<file path="config.mk">
export PLATFORM = sky130hd
export DESIGN_NAME = uart_rx_fifo_flat
export DESIGN_NICKNAME = d
export VERILOG_FILES = /design/src/rtl/uart_rx_fifo_if.sv /design/src/rtl/uart_rx_fifo.sv /design/src/flat_wrapper.sv
export SDC_FILE = /design/constraint.sdc
export NUM_CORES = 1
export LEC_CHECK = 0
export ABC_AREA = 0
export CAP_MARGIN = 15
export CORE_ASPECT_RATIO = 2
export CORE_UTILIZATION = 56
export CTS_CLUSTER_DIAMETER = 60
export DETAILED_ROUTE_END_ITERATION = 6
export HOLD_SLACK_MARGIN = 0.06
export PLACE_DENSITY = 0.76
export SETUP_SLACK_MARGIN = 0.4
export SKIP_CTS_REPAIR_TIMING = 1
export SYNTH_ARGS = -nofsm -noshare
export SYNTH_HDL_FRONTEND = slang
export SYNTH_SLANG_ARGS = --single-unit
</file>
<file path="constraint.sdc">
create_clock -name clk -period 3.5 [get_ports clk]
set_clock_uncertainty 0.15 [all_clocks]
set_input_delay 0.7 -clock clk [delete_from_list [all_inputs] [get_ports clk]]
set_output_delay 0.7 -clock clk [all_outputs]
set_load 0.05 [all_outputs]
</file>
<file path="src/rtl/uart_rx_fifo_if.sv">
// Host-side bundle of the UART receiver: serial line in, FIFO read port and
// status out. The receiver takes the slave view, its user the master view.
interface uart_rx_fifo_if #(
    parameter int unsigned BUFFER_SIZE = 32
);
    localparam int unsigned CNT_W = $clog2(BUFFER_SIZE) + 1;

    logic             rx;
    logic             rd_en;
    logic             clear_err;
    logic [7:0]       rd_data;
    logic             rx_empty;
    logic             rx_full;
    logic [CNT_W-1:0] rx_count;
    logic             frame_err;
    logic             overrun;

    modport master (
        output rx, rd_en, clear_err,
        input  rd_data, rx_empty, rx_full, rx_count, frame_err, overrun
    );

    modport slave (
        input  rx, rd_en, clear_err,
        output rd_data, rx_empty, rx_full, rx_count, frame_err, overrun
    );
endinterface

</file>
<file path="src/rtl/uart_rx_fifo.sv">
// 8N1 UART receiver with 16x oversampling feeding a first-word fall-through
// byte FIFO, with sticky framing-error and overrun flags.
module uart_rx_fifo #(
    parameter int unsigned CLOCK_FREQ  = 50000000,
    parameter int unsigned BAUD_RATE   = 115200,
    parameter int unsigned BUFFER_SIZE = 32
) (
    input  logic          clk,
    input  logic          rst_n,
    uart_rx_fifo_if.slave bus
);
    localparam int unsigned DIV   = CLOCK_FREQ / (BAUD_RATE * 16);
    localparam int unsigned DIV_W = (DIV > 1) ? $clog2(DIV) : 1;
    localparam int unsigned PTR_W = $clog2(BUFFER_SIZE);
    localparam int unsigned CNT_W = PTR_W + 1;

    typedef enum logic [1:0] {IDLE, START, DATA, STOP} state_e;

    state_e           state_q, state_d;
    logic             rx_s1_q, rx_s2_q, rx_prev_q;
    logic [DIV_W-1:0] div_q, div_d;
    logic [3:0]       tc_q, tc_d;
    logic [2:0]       bit_idx_q, bit_idx_d;
    logic [7:0]       shift_q, shift_d;
    logic             tick_c, push_req_c, ferr_set_c;

    logic [7:0]       mem_q [BUFFER_SIZE];
    logic [PTR_W-1:0] rd_ptr_q, rd_ptr_d, wr_ptr_q, wr_ptr_d;
    logic [CNT_W-1:0] count_q, count_d;
    logic [7:0]       rd_data_q, rd_data_d;
    logic             empty_q, empty_d, full_q, full_d;
    logic             ferr_q, ferr_d, ovr_q, ovr_d;
    logic             push_c, pop_c, ovr_set_c;

    wire rx_sync = rx_s2_q;

    // Divider runs only while a frame is in progress.
    assign tick_c = (state_q != IDLE) && (div_q == DIV_W'(DIV - 1));

    always_comb begin
        state_d    = state_q;
        div_d      = div_q;
        tc_d       = tc_q;
        bit_idx_d  = bit_idx_q;
        shift_d    = shift_q;
        push_req_c = 1'b0;
        ferr_set_c = 1'b0;

        if (state_q != IDLE) begin
            if (tick_c) begin
                div_d = '0;
                tc_d  = tc_q + 4'd1;
            end else begin
                div_d = div_q + DIV_W'(1);
            end
        end

        unique case (state_q)
            IDLE: begin
                // Falling edge only, so a low line after a bad stop bit cannot re-trigger.
                if (rx_prev_q && !rx_sync) begin
                    state_d = START;
                    div_d   = '0;
                    tc_d    = '0;
                end
            end
            START: begin
                if (tick_c && tc_q == 4'd7) begin
                    if (!rx_sync) begin
                        state_d   = DATA;
                        tc_d      = '0;
                        bit_idx_d = '0;
                    end else begin
                        state_d = IDLE;
                    end
                end
            end
            DATA: begin
                if (tick_c && tc_q == 4'd15) begin
                    shift_d   = {rx_sync, shift_q[7:1]};
                    bit_idx_d = bit_idx_q + 3'd1;
                    if (bit_idx_q == 3'd7) begin
                        state_d = STOP;
                    end
                end
            end
            STOP: begin
                if (tick_c && tc_q == 4'd15) begin
                    state_d = IDLE;
                    if (rx_sync) begin
                        push_req_c = 1'b1;
                    end else begin
                        ferr_set_c = 1'b1;
                    end
                end
            end
            default: state_d = IDLE;
        endcase
    end

    // A push into a full FIFO is accepted only when a pop frees a slot in the same cycle.
    always_comb begin
        pop_c     = bus.rd_en && !empty_q;
        push_c    = push_req_c && (!full_q || bus.rd_en);
        ovr_set_c = push_req_c && full_q && !bus.rd_en;

        rd_ptr_d = pop_c  ? rd_ptr_q + PTR_W'(1) : rd_ptr_q;
        wr_ptr_d = push_c ? wr_ptr_q + PTR_W'(1) : wr_ptr_q;
        count_d  = count_q + CNT_W'(push_c) - CNT_W'(pop_c);
        empty_d  = (count_d == '0);
        full_d   = (count_d == CNT_W'(BUFFER_SIZE));

        if (push_c && (wr_ptr_q == rd_ptr_d)) begin
            rd_data_d = shift_q;
        end else if (count_d == '0) begin
            rd_data_d = rd_data_q;
        end else begin
            rd_data_d = mem_q[rd_ptr_d];
        end

        ferr_d = ferr_set_c ? 1'b1 : (bus.clear_err ? 1'b0 : ferr_q);
        ovr_d  = ovr_set_c  ? 1'b1 : (bus.clear_err ? 1'b0 : ovr_q);
    end

    always_ff @(posedge clk or negedge rst_n) begin
        if (!rst_n) begin
            rx_s1_q   <= 1'b1;
            rx_s2_q   <= 1'b1;
            rx_prev_q <= 1'b1;
            state_q   <= IDLE;
            div_q     <= '0;
            tc_q      <= '0;
            bit_idx_q <= '0;
            shift_q   <= '0;
            rd_ptr_q  <= '0;
            wr_ptr_q  <= '0;
            count_q   <= '0;
            rd_data_q <= '0;
            empty_q   <= 1'b1;
            full_q    <= 1'b0;
            ferr_q    <= 1'b0;
            ovr_q     <= 1'b0;
        end else begin
            rx_s1_q   <= bus.rx;
            rx_s2_q   <= rx_s1_q;
            rx_prev_q <= rx_sync;
            state_q   <= state_d;
            div_q     <= div_d;
            tc_q      <= tc_d;
            bit_idx_q <= bit_idx_d;
            shift_q   <= shift_d;
            rd_ptr_q  <= rd_ptr_d;
            wr_ptr_q  <= wr_ptr_d;
            count_q   <= count_d;
            rd_data_q <= rd_data_d;
            empty_q   <= empty_d;
            full_q    <= full_d;
            ferr_q    <= ferr_d;
            ovr_q     <= ovr_d;
        end
    end

    // Storage array carries no reset; validity is tracked by the pointers.
    always_ff @(posedge clk) begin
        if (push_c) begin
            mem_q[wr_ptr_q] <= shift_q;
        end
    end

    assign bus.rd_data   = rd_data_q;
    assign bus.rx_empty  = empty_q;
    assign bus.rx_full   = full_q;
    assign bus.rx_count  = count_q;
    assign bus.frame_err = ferr_q;
    assign bus.overrun   = ovr_q;
endmodule
</file>
<file path="src/flat_wrapper.sv">
// flat-port wrapper written by rule: the top's interface ports become plain ports
module uart_rx_fifo_flat 
#(
    parameter int unsigned CLOCK_FREQ  = 50000000,
    parameter int unsigned BAUD_RATE   = 115200,
    parameter int unsigned BUFFER_SIZE = 32
)
  (clk, rst_n, bus_rx, bus_rd_en, bus_clear_err, bus_rd_data, bus_rx_empty, bus_rx_full, bus_rx_count, bus_frame_err, bus_overrun);
  uart_rx_fifo_if #(.BUFFER_SIZE(BUFFER_SIZE)) bus_i ();
  input  logic clk;
  input  logic rst_n;
  input wire logic [$bits(bus_i.rx)-1:0] bus_rx;
  input wire logic [$bits(bus_i.rd_en)-1:0] bus_rd_en;
  input wire logic [$bits(bus_i.clear_err)-1:0] bus_clear_err;
  output wire logic [$bits(bus_i.rd_data)-1:0] bus_rd_data;
  output wire logic [$bits(bus_i.rx_empty)-1:0] bus_rx_empty;
  output wire logic [$bits(bus_i.rx_full)-1:0] bus_rx_full;
  output wire logic [$bits(bus_i.rx_count)-1:0] bus_rx_count;
  output wire logic [$bits(bus_i.frame_err)-1:0] bus_frame_err;
  output wire logic [$bits(bus_i.overrun)-1:0] bus_overrun;
  assign bus_i.rx = bus_rx;
  assign bus_i.rd_en = bus_rd_en;
  assign bus_i.clear_err = bus_clear_err;
  assign bus_rd_data = bus_i.rd_data;
  assign bus_rx_empty = bus_i.rx_empty;
  assign bus_rx_full = bus_i.rx_full;
  assign bus_rx_count = bus_i.rx_count;
  assign bus_frame_err = bus_i.frame_err;
  assign bus_overrun = bus_i.overrun;
  uart_rx_fifo #(.CLOCK_FREQ(CLOCK_FREQ), .BAUD_RATE(BAUD_RATE), .BUFFER_SIZE(BUFFER_SIZE)) u_core (.clk(clk), .rst_n(rst_n), .bus(bus_i));
endmodule
</file>
==> metrics.md <==
| Metric | Value |
|---|---|
| Max-cap violation count | `0` |
| Mux cell area share after synthesis | `0.0875` |
| Via count | `7,637` |
| Post-synthesis adder-cell area fraction | `0.0171` |
| Placed Cells | `approximately 1,200` |
| DRC viols | `0` |
| Final Hold Vio Count | `0` |
| Register area | `9020 um^2` |
| Initial antenna violation count | `0` |
| CP Capture Type | `flop` |
| Largest family of logic cells by synthesized area | `multiplexers` |
| Setup TNS after final layout | `0 ns` |
| Syn nets | `~900` |
| Final GP Congestion | `0.886` |
| Initial cell density of the core | `0.569` |
| Unrepaired setup endpoints after global routing | `true` |
| WS Path Type | `flop to flop` |
| Initial drt markers | `674` |
| Die height | `217 um` |
| HP Class | `input port to asynchronous set/reset pin` |
| CTS max path bufs | `3` |
| Syn_area_per_cell | `about 15 um^2` |
| Pwr Density | `between 700 and 800 nW/um^2` |
| Wire per inst | `24.0 um` |
| Leak | `5.84 nW` |
| Area grow syn2layout | `14.9%` |
| Final setup margin | `0.131 ns` |
| CTS tree | `built` |
| Most common flop cell mapped by yosys | `edfxtp_1` |
| Full die area | `roughly 24,000 um^2` |
| Antenna viol nets, final | `0` |
| Max VDD drop | `661 uV` |
| Die X | `109 um` |
| Final WL | `approximately 30 mm` |
| EDFF count, synth | `roughly 260` |
| CTS Sinks | `309` |
| Total Nets Final | `approximately 970` |
| Largest net degree at the start of global routing | `54` |
| Antenna diodes | `0` |
| Worst Path Max Fanout | `8` |
| Syn Inst Count | `roughly 870` |
| Measured slew at the worst slew-check pin | `0.975 ns` |
| Final design utilization | `0.654` |
| Syn Std Cell Area | `12,900 um^2` |
| Seq cells post-synth | `309` |
| Slew headroom | `0.350` |
| Distinct cells, synth | `58` |
| Compound-Gate Fraction of Synth Area | `0.0681` |
| Outcome | `finished clean` |
| Synth Area in Simple Gates | `0.0831` |
| Fraction of layout cells with a size suffix above 1 | `0.168` |
| Fin. max-slew vios | `0` |
| Crit path time final | `3.37 ns` |
| Final setup viols | `0` |
| WP data required | `3.82 ns` |
| Arrival @ worst endpoint | `3.69 ns` |
| Yosys Warn Count | `0` |
| Post-Synth XOR/XNOR Area | `0.0197` |
| Via/cell ratio | `between 6 and 7` |
| GR Overflow Total | `0` |
| Seq/Total Area, Yosys | `0.700` |
| Non-Filler Instances | `1,247` |
| Max Clk Rate | `297 MHz` |
| Core Region | `22,600 um^2` |
| # fillers | `1,578` |
| First-pass GRT wire length | `about 45 mm` |
| Num CTS Buffers | `24` |
| H-tree Lvls | `1` |
| First-pass DRT Iterations | `5` |
| DP HPWL | `19.8 mm` |
| Global-route usage over all layers | `0.269` |
| Async S/R FF share, synth | `0.172` |
| Pre-CTS setup slack | `-0.525 ns` |
| CP startpoint kind | `flop` |
| Overall power consumption | `11.8 mW` |
| PortBufs | `22` |
| Reg clk slew, reported paths | `0.07 ns` |
| Vias in the first global route | `7,787` |
| I/O Pins | `23` |
| Clk Latency, worst-skew pair | `0.54 ns` |
| Clock root cell | `clkbuf_16` |
| Area of the multi-input gates | `3620 um^2` |
| Final period util | `0.963` |
| Rows | `78` |
cell usage in the layout, fill, tap and decap left out, types with 4 or more instances in the layout:
master,Yosys,final
a22oi_1,15,14
a32o_1,32,32
buf_12,0,8
buf_4,9,64
bufinv_16,0,4
clkbuf_1,15,8
clkbuf_16,0,25
clkdlybuf4s50_1,0,21
dfrtp_1,49,49
dfstp_2,4,4
edfxtp_1,256,256
ha_1,16,14
inv_1,23,22
mux2_2,17,17
mux2i_1,71,71
mux4_2,9,9
nand2_1,138,138
nand3_1,20,20
nand3b_1,4,4
nand4_1,6,6
nor2_1,50,50
nor2b_1,5,4
o2111a_1,8,8
o2111ai_1,8,8
o21ai_0,22,22
xnor2_1,13,13
xor2_1,11,11
per-layer routing:
layer,wire (um),track usage,share of wire,vias to the layer above
li1,-,-,-,3408
met1,10200,0.301,0.34,3797
met2,16300,0.474,0.54,330
met3,1520,0.0301,0.051,102
met4,1990,0.177,0.066,0
met5,0,0,0,-
path summary, 6_finish.rpt:
path | from | end | slack [ns] | depth (start not counted)
max in group asynchronous | rst_n | u_core.rd_ptr_q[1]$_DFF_PN0_ | 2.25 | 2
setup reg to reg | u_core.div_q[0]$_DFF_PN0_ | u_core.bus.rd_data[6]$_DFFE_PN0P_ | 0.13 | 15
setup / recovery | u_core.div_q[0]$_DFF_PN0_ | u_core.bus.rd_data[6]$_DFFE_PN0P_ | 0.13 | 15
hold / removal | rst_n | u_core.bus.rd_data[7]$_DFFE_PN0P_ | 0.11 | 1
min in group clk | u_core.rx_s1_q$_DFF_PN1_ | u_core.rx_s2_q$_DFF_PN1_ | 0.21 | 0
hold reg to reg | u_core.rx_s1_q$_DFF_PN1_ | u_core.rx_s2_q$_DFF_PN1_ | 0.21 | 0
critical path, cell delays in order, from the launching register on:
cell and delay, ns:
dfrtp_1 0.38, inv_1 0.06, ha_1 0.14, and4b_2 0.28, nand4_4 0.11, nor3_4 0.15
ha_2 0.21, inv_2 0.04, fa_2 0.51, inv_1 0.05, or3_4 0.35, a211o_4 0.32
a211oi_4 0.21, buf_6 0.17, a22oi_1 0.07, nand2_1 0.10
registers in the layout, indices dropped and copies added, names as in the netlist, named ones only:
| register | cells |
|---|---|
| u_core.wr_ptr_q | 5 |
| u_core.bus.rx_empty | 1 |
| u_core.bus.rx_count | 6 |
| u_core.rx_s1_q | 1 |
| u_core.rd_ptr_q | 5 |
| u_core.state_q | 1 |
| u_core.div_q | 5 |
| u_core.rx_prev_q | 1 |
| u_core.rx_s2_q | 1 |
| u_core.shift_q | 8 |
| u_core.tc_q | 4 |
| u_core.bus.overrun | 1 |
| u_core.bus.rd_data | 8 |
| u_core.bit_idx_q | 3 |
| u_core.bus.rx_full | 1 |
| u_core.mem_q | 256 |
| u_core.bus.frame_err | 1 |
synthesized netlist by cell type, drive strengths merged (9+ instances only):
library cell	number	area, um^2
a22oi	15	113
a32o	32	320
buf	25	178
clkbuf	15	56.3
dfrtp	49	1230
edfxtp	256	7690
ha	16	200
inv	23	86.3
mux2	17	191
mux2i	72	733
mux4	9	203
nand2	138	518
nand3	20	100
nor2	51	194
o21ai	25	125
xnor2	15	158
xor2	11	96.3
stage by stage:
step | hold WS, ns | instance area, um^2
after global routing | 0.174 | 14800
after CTS | 0.127 | 14700
final | 0.114 | 14800
after detailed placement | 0.205 | 13900
after floorplan | 0.195 | 12900
after global placement | 0.203 | 13900
layout make-up:
type | instances | share of cell area
flip-flops and latches | 309 | 0.609
clock inverters | 11 | 0.0107
clock buffers | 33 | 0.0443
repair buffers | 98 | 0.0622
well taps | 280 | 0.0237
inverters | 23 | 0.00583
multi-input cells | 493 | 0.244
cells by family (layout without fill, tap and decap cells):
family	count (synthesis)	after routing
flops	309	309
simple gates	243	243
compound gates	109	109
mux	98	98
buf+inv	63	165
xor+xnor	26	26
fa+ha+maj	17	17
report_power, final:
group / total [mW] / internal [mW] / leakage [nW] / switching [mW]
Sequential: 4.30 / 4.11 / 3.64 / 0.188
Clock: 2.83 / 1.61 / 0.383 / 1.22
Combinational: 4.65 / 1.88 / 1.81 / 2.77
Total: 11.8 / 7.60 / 5.84 / 4.18
(Power assumes the default switching activity.)
